**config.mk**
```make
export PLATFORM = sky130hd
export DESIGN_NAME = im_arbiter
export DESIGN_NICKNAME = d
export VERILOG_FILES = /design/src/rtl/im_arb_pkg.sv /design/src/rtl/im_arb_resp_slot.sv /design/src/rtl/im_arbiter.sv
export SDC_FILE = /design/constraint.sdc
export NUM_CORES = 1
export LEC_CHECK = 0
export ABC_AREA = 1
export ABC_CLOCK_PERIOD_IN_PS = 2500
export CORE_MARGIN = 3
export CORE_UTILIZATION = 40
export CTS_BUF_LIST = sky130_fd_sc_hd__clkbuf_4
export DETAILED_ROUTE_END_ITERATION = 10
export PLACE_DENSITY = 0.76
export REMOVE_ABC_BUFFERS = 1
export SETUP_SLACK_MARGIN = 0.15
export SYNTH_ARGS = -nofsm -noshare
export SYNTH_HDL_FRONTEND = slang
export SYNTH_SLANG_ARGS = --single-unit
```
**constraint.sdc**
```tcl
create_clock -name clk -period 2.5 [get_ports clk]
set_clock_uncertainty 0.15 [all_clocks]
set_input_delay 0.375 -clock clk [delete_from_list [all_inputs] [get_ports clk]]
set_output_delay 0.375 -clock clk [all_outputs]
set_load 0.01 [all_outputs]
```
**src/rtl/im_arb_pkg.sv**
```systemverilog
// im_arb_pkg: master indices, slot encodings and default base address for im_arbiter
package im_arb_pkg;
  localparam logic M_FETCH = 1'b0;
  localparam logic M_DEBUG = 1'b1;
  typedef enum logic {SLOT_EMPTY = 1'b0, SLOT_FULL = 1'b1} slot_t;
  localparam logic [31:0] IM_BASE_ADDR = 32'h0000_3000;
endpackage

```
**src/rtl/im_arb_resp_slot.sv**
```systemverilog
// im_arb_resp_slot: one-entry response holding register and eligibility for one master
module im_arb_resp_slot
  import im_arb_pkg::*;
(
  input  logic        clk,
  input  logic        reset_n,
  input  logic        req,
  input  logic        gnt,
  input  logic        rready,
  input  logic [31:0] wdata,
  input  logic        werr,
  output logic        elig,
  output logic        rvalid,
  output logic [31:0] rdata,
  output logic        rerr
);
  slot_t state;
  assign rvalid = state == SLOT_FULL;
  assign elig = req && (!rvalid || rready);
  always_ff @(posedge clk or negedge reset_n) begin
    if (!reset_n) begin
      state <= SLOT_EMPTY;
      rdata <= '0;
      rerr <= 1'b0;
    end else if (gnt) begin
      state <= SLOT_FULL;
      rdata <= wdata;
      rerr <= werr;
    end else if (rready) begin
      state <= SLOT_EMPTY;
    end
  end
endmodule

```
**src/rtl/im_arbiter.sv**
```systemverilog
// im_arbiter: two-master arbiter for the instruction-memory read port
// IM_ARB_RR_EN selects round-robin; otherwise fixed priority with a starvation override for master 1
module im_arbiter
  import im_arb_pkg::*;
#(
  parameter logic [31:0] BASE_ADDR = IM_BASE_ADDR,
  parameter int ADDR_W = 12,
  parameter int STARVE_LIMIT = 4
) (
  input  logic              clk,
  input  logic              reset_n,
  input  logic              m0_req,
  input  logic [31:0]       m0_addr,
  output logic              m0_gnt,
  output logic              m0_rvalid,
  output logic [31:0]       m0_rdata,
  output logic              m0_rerr,
  input  logic              m0_rready,
  input  logic              m1_req,
  input  logic [31:0]       m1_addr,
  output logic              m1_gnt,
  output logic              m1_rvalid,
  output logic [31:0]       m1_rdata,
  output logic              m1_rerr,
  input  logic              m1_rready,
  output logic [ADDR_W-1:0] im_addr,
  input  logic [31:0]       im_rdata
);
  localparam logic [32:0] RANGE = 33'd1 << (ADDR_W + 2);
  logic e0, e1, sel, any, err;
  logic [31:0] sel_addr, off, wdata;
  logic [ADDR_W-1:0] im_addr_q;
`ifdef IM_ARB_RR_EN
  logic rr_ptr;
  assign sel = e1 && (!e0 || rr_ptr == M_DEBUG);
  // rr_ptr names the master that wins the next tie
  always_ff @(posedge clk or negedge reset_n) begin
    if (!reset_n) rr_ptr <= M_FETCH;
    else if (any) rr_ptr <= !sel;
  end
`else
  localparam int CW = $clog2(STARVE_LIMIT + 1);
  logic [CW-1:0] starve;
  assign sel = e1 && (!e0 || starve == CW'(STARVE_LIMIT));
  always_ff @(posedge clk or negedge reset_n) begin
    if (!reset_n) starve <= '0;
    else if (!m1_req || sel) starve <= '0;
    else if (e1 && starve != CW'(STARVE_LIMIT)) starve <= starve + 1'b1;
  end
`endif
  assign any = reset_n && (e0 || e1);
  assign m0_gnt = any && !sel;
  assign m1_gnt = any && sel;
  assign sel_addr = sel ? m1_addr : m0_addr;
  // Addresses below BASE_ADDR wrap to a huge offset and fail the range test
  assign off = sel_addr - BASE_ADDR;
  assign err = (|sel_addr[1:0]) || ({1'b0, off} >= RANGE);
  assign wdata = err ? '0 : im_rdata;
  assign im_addr = any ? off[ADDR_W+1:2] : im_addr_q;
  always_ff @(posedge clk or negedge reset_n) begin
    if (!reset_n) im_addr_q <= '0;
    else im_addr_q <= im_addr;
  end
  im_arb_resp_slot u_slot0 (
    .clk(clk), .reset_n(reset_n), .req(m0_req), .gnt(m0_gnt), .rready(m0_rready),
    .wdata(wdata), .werr(err), .elig(e0), .rvalid(m0_rvalid), .rdata(m0_rdata), .rerr(m0_rerr)
  );
  im_arb_resp_slot u_slot1 (
    .clk(clk), .reset_n(reset_n), .req(m1_req), .gnt(m1_gnt), .rready(m1_rready),
    .wdata(wdata), .werr(err), .elig(e1), .rvalid(m1_rvalid), .rdata(m1_rdata), .rerr(m1_rerr)
  );
endmodule

```
==> After elaboration in Yosys (flattened, before gate mapping) <==
Cells that the tools add are included.
{ "word_totals": {"ff_bits": 83, "rom_bits": 0, "ram_bits": 0, "latchBits": 0, "elab_cells": 44, "memories": 0} }
{ "op_classes": {"bitwise": 0, "eq_ne": 2, "n_lt_le_gt_ge": 1, "n_mul": 0, "n_mux": 9, "shifts": 0, "n_reduce_logical": 22, "div_mod_pow": 0, "add_sub_neg": 2} }
{ "op_table": {"columns": ["cell", "count"], "rows": [
  ["$mux W32", 2],
  ["$ge A32 B15 Y1 const B", 1],
  ["$sub A32 B14 Y32 const B", 1],
  ["$mux W12", 1],
  ["$logic_and A1 B1 Y1", 7],
  ["$logic_or A1 B1 Y1", 6],
  ["$mux W3", 2],
  ["$reduce_bool A2 Y1", 3],
  ["$logic_not A1 Y1", 5],
  ["$mux W1", 4],
  ["$add A3 B1 Y3 const B", 1],
  ["$eq A3 B3 Y1 const B", 1],
  ["$ne A3 B3 Y1 const B", 1],
  ["$reduce_or A2 Y1", 1]
]} }

==> Logic depth before layout (Yosys ltp) <==
Gate-level depths: netlist (run 1).
{ "depth": {"word_depth": 11, "depth_mapped": 21, "mapped_depth_nobuf": 20} }

==> Modules after synthesis <==
Synthesis (run 1) repeated with hierarchy kept, for this count alone.
{ "unflattened": {"cells_unflattened": 648, "area_unflattened_um2": 4813.4} }
{ "modules_own_cells": {"columns": ["module", "cells_each", "n_inst", "area_per_inst_um2"], "rows": [
  ["im_arb_resp_slot", 146, 2, 1351.3],
  ["im_arbiter", 356, 1, 2110.8]
]} }

==> Worst setup path before layout (run 1) <==
No wires, ideal clock.
{ "synth_timing": {"path_type": "reg2reg", "startpoint": "register starve[0]", "endpoint": "register u_slot1.rdata[13]", "setup_ns": 0.078, "path_stages_with_launch": 19, "required_time_ns": 2.272, "path_slack_ns": -0.219, "synth_period_minus_slack_ns": 2.719, "arrival_time_ns": 2.490, "path_cell_list": "dfrtp_1 > inv_1 > ha_1 > nand2_1 > nand3_1 > buf_4 > nand3_1 > nand2_1 > ha_1 > inv_1 > nand3_1 > nor2_2 > nand3_1 > o21ai_1 > o21ai_1 > nor2_4 > buf_2 > nand3_1 > a21oi_1"} }
{ "synth_via": {"elab_chain_len": 8, "word_cells_on_any_way": 10} }
{ "synth_rtl": {"columns": ["element", "line", "text"], "rows": [
  ["start: declaration", "im_arbiter.sv:43", "logic [CW-1:0] starve;"],
  ["start signal: assignment", "im_arbiter.sv:48", "else if (e1 && starve != CW'(STARVE_LIMIT)) starve <= starve + 1'b1;"],
  ["$eq A3 B3 Y1 (*)", "im_arbiter.sv:44", "assign sel = e1 && (!e0 || starve == CW'(STARVE_LIMIT));"],
  ["$logic_or A1 B1 Y1 (*)", "im_arbiter.sv:44", null],
  ["$logic_and A1 B1 Y1 (*)", "im_arbiter.sv:44", null],
  ["$mux W32", "im_arbiter.sv:54", "assign sel_addr = sel ? m1_addr : m0_addr;"],
  ["$sub A32 B14 Y32", "im_arbiter.sv:56", "assign off = sel_addr - BASE_ADDR;"],
  ["$ge A32 B15 Y1", "im_arbiter.sv:57", "assign err = (|sel_addr[1:0]) || ({1'b0, off} >= RANGE);"],
  ["$logic_or A1 B1 Y1", "im_arbiter.sv:57", null],
  ["$mux W32", "im_arbiter.sv:58", "assign wdata = err ? '0 : im_rdata;"],
  ["end signal: assignment", "im_arb_resp_slot.sv:27", "rdata <= wdata;"],
  ["end: declaration", "im_arb_resp_slot.sv:14", "output logic [31:0] rdata,"]
]} }
Every way passes the cells marked *; elsewhere a longest branch is shown, timed or not.
A chain may end at the register's enable or synchronous reset.

==> Final worst setup path (run 1) <==
{ "layout_timing": {"startpoint": "register starve[1]", "endpoint": "register u_slot1.rdata[1]"} }
The elaborated chain is that of the path after synthesis.

==> results.yml, run 1 <==
grt:
  grt_remaining_overflow: 0
  grt_max_degree: 84
  met3_usage_pct: 9.53
  grt_pass1_vias: 5146
  use_met2_pct: 45.0
  track_usage_pct: 27.0
  grt_pass1_wl_um: 25100
  antenna_found_initial: 1
  gr-usage-met1_pct: 32.2
  grt-busiest-layer: "met2"
synthesis:
  ys.flop_type: "dfrtp_1"
  yosys_warnings: 0
  synth_area_leaders: "dfrtp_1, nand2_1, nor2_1"
  seq_area_frac_synth_pct: 48.9
  synth_top_area_share_pct: 48.9
  syn-cell-area_um2: 4250
  synth_cell_type_count: 27
  synthArstFlopShare_pct: 100
  syn-instance-count: 534
  synth-edff-count: 0
  ys_seq_elements: 83
  yosysTopAreaCell: "dfrtp_1"
  avgSynthCellArea_um2: 7.96
status:
  failed_checks: "negative setup slack"
  status: "complete, but fails checks"
worst_setup_path:
  crit_fanout: 8
  crit_slowest_cell: "dfrtp_1"
  crit_path_max_incr_delay_ns: 0.40
  crit_path_end_kind: "register"
  critPathMostFrequentCell: "nor2_4"
  required_ns: 2.71
  path_cells: "inv_2 > ha_4 > nand2_4 > nand3_4 > buf_6 > buf_4 > nand3_2 > nand2_4 > nor2_4 > nand2_2 > nor2_4 > nand2_1 > nand2_1 > nand3_1 > nor2_2 > nand2_2 > nor2_4 > buf_6 > buf_12 > nand3_4 > a21oi_2"
  start_kind: "register"
  cp.arrival_ns: 3.17
  path_class: "register to register"
route:
  wl_per_cell_um: 18.5
  wl_um: 18000
  post_drt_via_cell_ratio: 5.19
  route.vias.total: 5045
  antenna_left: 0
  drtIter0Drc: 305
  drtPass1Iterations: 4
  drc_errors: 0
final_layout:
  seqCellArea_um2: 2080
  fillers: 621
  diodes: 0
  layout.nets: 936
  final_util_pct: 81.6
  drive_above_1_share_pct: 40.4
  finalNonFillerCells: 972
  multi_input_area_um2: 2770
  synthToLayoutAreaGrowth_pct: 98.1
timing:
  fmax_mhz: 338
  timing.setup.tns_ns: -28.38
  fin_crit_sh_pct: 118
  hold_viol_final: 0
  maxSlewViolCount: 0
  fin_crit_ns: 2.96
  rsz0062_at_grt: "yes"
  finalSetupViolations: 81
  max_slew.worst_pin.slew_ns: 1.07
  fin_ws_ns: -0.458
  relSlewSlack_pct: 28.5
clocking:
  numCtsBuffers: 9
  cts.hold.buffers_added: 0
  insertion_delay_ns: 0.43
  clkSinkCount: 83
  root_buffer: "clkbuf_4"
  cts_max_level: 3
  cts_tree: "done"
  clk_pin_slew_ns: 0.15
  cts_buffer_depth: 2
placement:
  gp_congestion: 0.928
  post-place-cells: 891
  dp_hpwl_um: 10400
  io_buffers: 183
power_and_ir_drop:
  finalPower_mw: 4.44
  p_per_area_nw_per_um2: 528
  p_leak_nw: 3.66
  ir_drop_mv: 0.445
floorplan:
  die_h_um: 109
  die_area_um2: 11900
  coreArea_um2: 10300
  rows: 37
  start_util_pct: 41.2
  die_width_um: 109
  io_pins: 184
hold_path:
  hold_path_class: "input port to async pin"
run:
  max-cap-violations: 0
==> power breakdown <==
| part | leakage [nW] | total [mW] | internal (mW) | switching (mW) |
|---|---|---|---|---|
| Sequential | 1.02 | 1.72 | 1.57 | 0.144 |
| Clock | 0.0682 | 0.722 | 0.217 | 0.505 |
| Combinational | 2.57 | 2.00 | 1.08 | 0.922 |
| Total | 3.66 | 4.44 | 2.87 | 1.57 |
==> layout by cell type, fill, tap and decap left out, types with 2 or more instances in the layout <==
cell,count
nand2_1,92
buf_16,3
o21ai_1,13
nand3_2,21
o21ai_2,5
clkinv_4,2
nand3_1,24
clkdlybuf4s50_1,166
nor2_1,65
xor2_1,2
dfrtp_1,83
buf_4,86
o21ai_0,4
nand4_1,6
buf_12,8
nor2_4,13
inv_1,18
clkbuf_16,2
dlygate4sd2_1,2
inv_4,2
buf_8,2
nand3b_1,4
ha_4,2
a21oi_1,15
nand3_4,29
nor2_2,7
inv_2,6
nand2_2,25
nand2_4,20
buf_6,45
clkbuf_4,10
clkinv_2,2
a21oi_2,40
==> critical path: cells and delay by family, from the launching register on <==
family	cells	cell delay (ns)
AND/OR/NAND/NOR	14	1.34
adder cells (fa/ha/maj)	1	0.16
flip-flops	1	0.40
AO/OA/AOI/OAI	1	0.15
buffers and inverters	5	0.67
==> kinds of logic (layout without fill, tap and decap cells) <==
logic type | count (synthesis) | after routing | share of synthesized area [%]
compound gates | 79 | 79 | 9.69
xor+xnor | 2 | 2 | 0.412
fa+ha+maj | 3 | 3 | 0.883
buf+inv | 57 | 359 | 6.15
flops | 83 | 83 | 48.9
mux | 1 | 1 | 0.265
simple gates | 309 | 309 | 33.7
==> cell usage after synthesis (4+ instances only) <==
| master | number |
|---|---|
| a21oi_1 | 55 |
| buf_1 | 4 |
| buf_2 | 5 |
| buf_6 | 4 |
| clkbuf_1 | 14 |
| dfrtp_1 | 83 |
| inv_1 | 24 |
| nand2_1 | 132 |
| nand2_2 | 6 |
| nand3_1 | 54 |
| nand3_2 | 20 |
| nand3b_1 | 4 |
| nand4_1 | 6 |
| nor2_1 | 76 |
| nor2_2 | 7 |
| o21ai_0 | 10 |
| o21ai_1 | 12 |
==> worst paths after layout <==
kind	from	endpoint	slack (ns)	depth (start not counted)
max in group asynchronous	reset_n	u_slot0.rdata[19]$_DFFE_PN0P_	1.44	2
worst min-delay path	reset_n	im_addr_q[11]$_DFF_PN0_	0.05	2
worst min register to register	u_slot1.rdata[24]$_DFFE_PN0P_	u_slot1.rdata[24]$_DFFE_PN0P_	0.36	2
worst max register to register	starve[1]$_DFFE_PN0P_	u_slot1.rdata[1]$_DFFE_PN0P_	-0.46	21
min in group clk	m1_req	starve[2]$_DFFE_PN0P_	0.31	4
worst max-delay path	starve[1]$_DFFE_PN0P_	u_slot1.rdata[1]$_DFFE_PN0P_	-0.46	21
==> layer usage <==
metal,vias to the layer above,routed length (um)
met4,2,614
li1,2339,-
met5,-,11
met3,54,1470
met2,215,9170
met1,2435,6760
==> through the flow <==
step / area, um^2 / hold WS, ns / setup slack, ns
2_1_floorplan: 4090 / -0.0706 / -2.22
3_3_place_gp: 6650 / 0.319 / -0.729
3_5_place_dp: 6650 / 0.327 / -0.886
4_1_cts: 7770 / 0.0920 / -0.347
5_1_grt: 8420 / 0.103 / -0.578
6_report: 8420 / 0.0527 / -0.458
==> state kept, by name, indices dropped and copies added, names as in the netlist <==
signal	flops
im_addr_q	12
u_slot1.rvalid	1
u_slot0.rerr	1
starve	3
u_slot0.rdata	32
u_slot1.rerr	1
u_slot0.rvalid	1
u_slot1.rdata	32
==> what timing repair did <==
| item | CTS | global route |
|---|---|---|
| setup endpoints to repair | 81 | 82 |
| endpoints found under the hold margin | 0 | 0 |
| cloned | 4 | 2 |
| setup buffers | 39 | 20 |
| pin swaps | 62 | 62 |
| gates resized for setup | 233 | 99 |
==> cell type report <==
| type | instances | share of cell area [%] |
|---|---|---|
| repair buffers | 315 | 37.5 |
| multi-input cells | 394 | 32.9 |
| flip-flops and latches | 83 | 24.7 |
| well taps | 136 | 2.02 |
| inverters | 27 | 1.41 |
| clock buffers | 10 | 0.892 |
| clock inverters | 6 | 0.475 |
| repair inverters | 1 | 0.0892 |
(Power assumes the default switching activity.)
==> run 2, diff against run 1 <==
--- a/config.mk
+++ b/config.mk
@@ -7,6 +7,7 @@
 export LEC_CHECK = 0
 export ABC_AREA = 1
 export ABC_CLOCK_PERIOD_IN_PS = 2500
+export CORE_ASPECT_RATIO = 1.2
 export CORE_MARGIN = 3
 export CORE_UTILIZATION = 40
 export CTS_BUF_LIST = sky130_fd_sc_hd__clkbuf_4
@@ -14,6 +15,7 @@
 export PLACE_DENSITY = 0.76
 export REMOVE_ABC_BUFFERS = 1
 export SETUP_SLACK_MARGIN = 0.15
+export SLEW_MARGIN = 20
 export SYNTH_ARGS = -nofsm -noshare
 export SYNTH_HDL_FRONTEND = slang
 export SYNTH_SLANG_ARGS = --single-unit
==> run 2 against run 1 <==
Effect of this change:
- the flow still finishes with violations (negative setup slack)
- maximum frequency fell by 0.83%
- setup slack got worse by 0.025 ns
- critical endpoint is now u_slot0.rdata[29]$_DFFE_PN0P_
- final area fell by 0.77%
- flip-flop and latch count did not move
- via count barely moved
==> results.yml, run 2 (synthesized netlist as in run 1, its figures left out) <==
route:
  route.vias.total: 5050
  antenna_left: 0
  post_drt_via_cell_ratio: 5.33
  drc_errors: 0
  wl_per_cell_um: 18.8
  drtIter0Drc: 247
  drtPass1Iterations: 5
  wl_um: 17900
worst_setup_path:
  start_kind: "register"
  path_class: "register to register"
  crit_path_end_kind: "register"
  required_ns: 2.73
  path_cells: "inv_2 > ha_4 > nand2_4 > nand3_4 > buf_6 > nand3_2 > nand2_2 > ha_4 > inv_4 > nand3_4 > nor2_4 > nand3_2 > nand2_1 > nand2_1 > nor2_2 > nand2_2 > nor2_4 > buf_6 > buf_12 > buf_16 > nand3_4 > a21oi_2"
  crit_path_max_incr_delay_ns: 0.39
  crit_fanout: 6
  critPathMostFrequentCell: "nand3_4"
  crit_slowest_cell: "dfrtp_1"
  cp.arrival_ns: 3.21
floorplan:
  coreArea_um2: 10200
  io_pins: 184
  die_area_um2: 11900
  start_util_pct: 41.6
  die_width_um: 100
  rows: 40
  die_h_um: 119
timing:
  maxSlewViolCount: 0
  max_slew.worst_pin.slew_ns: 0.751
  fmax_mhz: 335
  rsz0062_at_grt: "yes"
  fin_crit_sh_pct: 119
  fin_ws_ns: -0.483
  finalSetupViolations: 80
  whs_ns: 0.290
  fin_crit_ns: 2.98
  relSlewSlack_pct: 49.9
  hold_viol_final: 0
clocking:
  clk_pin_slew_ns: 0.14
  cts_max_level: 3
  numCtsBuffers: 9
  cts_tree: "done"
  clkSinkCount: 83
  root_buffer: "clkbuf_4"
  cts_buffer_depth: 2
  insertion_delay_ns: 0.44
final_layout:
  fillers: 610
  layout.nets: 922
  finalNonFillerCells: 948
  synthToLayoutAreaGrowth_pct: 96.6
  drive_above_1_share_pct: 40.3
  multi_input_area_um2: 2770
  layout_common_cells: "clkdlybuf4s50_1, nand2_1, dfrtp_1"
  seqCellArea_um2: 2080
  mostFrequentLayoutCell: "clkdlybuf4s50_1"
  top_regs: "u_slot0.rdata (32), u_slot1.rdata (32), im_addr_q (12)"
  diodes: 0
placement:
  dp_hpwl_um: 10300
  post-place-cells: 876
  gp_congestion: 0.937
  io_buffers: 183
grt:
  grt_max_degree: 84
  antenna_found_initial: 0
  grt_pass1_wl_um: 25200
  track_usage_pct: 26.8
  grt_remaining_overflow: 0
  grt_pass1_vias: 5019
power_and_ir_drop:
  ir_drop_mv: 0.558
  p_leak_nw: 3.64
  p_per_area_nw_per_um2: 538
  finalPower_mw: 4.49
run:
  max-cap-violations: 0
status:
  status: "complete, but fails checks"
  failed_checks: "negative setup slack"
hold_path:
  hold_path_class: "input port to register"
## run 2: cell count changes in the layout (fill, tap and decap cells not counted), moves of 2 or more
cell | previous run | this run
buf_4 | 86 | 70
nand2_2 | 25 | 29
nand3_2 | 21 | 25
nand3_4 | 29 | 25
o21ai_1 | 13 | 9
o21ai_2 | 5 | 9
buf_6 | 45 | 47
nand2_4 | 20 | 18
## run 2: final timing paths
path | start | to | cells after the start | slack [ns]
setup / recovery | starve[1]$_DFFE_PN0P_ | u_slot0.rdata[29]$_DFFE_PN0P_ | 22 | -0.48
hold / removal | m1_rready | u_slot1.rvalid$_DFFE_PN0P_ | 5 | 0.29
setup reg to reg | starve[1]$_DFFE_PN0P_ | u_slot0.rdata[29]$_DFFE_PN0P_ | 22 | -0.48
hold reg to reg | u_slot1.rdata[27]$_DFFE_PN0P_ | u_slot1.rdata[27]$_DFFE_PN0P_ | 2 | 0.36
max in group asynchronous | reset_n | im_addr_q[1]$_DFF_PN0_ | 3 | 1.19
min in group asynchronous | reset_n | u_slot0.rerr$_DFFE_PN0P_ | 3 | 0.52
## run 2: metrics by stage
step / worst slack, ns / TNS [ns] / cell area, um^2 / util, %
finish: -0.483 / -29.76 / 8360 / 81.8
global route: -0.677 / -43.60 / 8360 / 81.8
CTS: -0.476 / -29.69 / 7630 / 74.7
detailed placement: -0.892 / -63.00 / 6620 / 64.8
global placement: -0.773 / -57.65 / 6620 / 64.8
floorplan: -2.22 / -129.98 / 4090 / -
## run 2: area by class of cell
class,count,share of cell area [%]
clock buffer,9,0.809
inverter,27,1.33
tap,126,1.89
sequential,83,24.9
multi-input combinational,394,33.1
timing repair buffer,302,37.2
clock inverter,7,0.809
## run 2: what timing repair did
item / in CTS / in global routing
hold endpoints to repair: 0 / 55
hold buffers: 0 / 1
endpoints found under the setup margin: 80 / 81
pin swaps: 33 / 44
setup buffers: 32 / 14
gates cloned: 6 / 3
resized for setup: 201 / 128
## run 2: metal layers
| layer | track usage [%] | vias to the layer above | wire length [um] |
|---|---|---|---|
| li1 | - | 2311 | - |
| met1 | 32.1 | 2445 | 6500 |
| met3 | 9.84 | 45 | 1780 |
| met2 | 44.2 | 249 | 9050 |
| met5 | 0 | - | 0 |
| met4 | 8.93 | 0 | 530 |
## run 2: power breakdown
part           leakage (nW)  internal (mW)  switching (mW)
Combinational          2.54           1.07           0.906
Sequential             1.02           1.57           0.147
Clock                0.0714          0.302           0.492
Total                  3.64           2.95            1.55
## run 2: worst max-delay path, delay by kind of cell (launching register included)
family | cells | cell delay (ns)
flip-flops | 1 | 0.39
AO/OA/AOI/OAI | 1 | 0.15
adder cells (fa/ha/maj) | 2 | 0.35
buffers and inverters | 6 | 0.64
AND/OR/NAND/NOR | 13 | 1.22
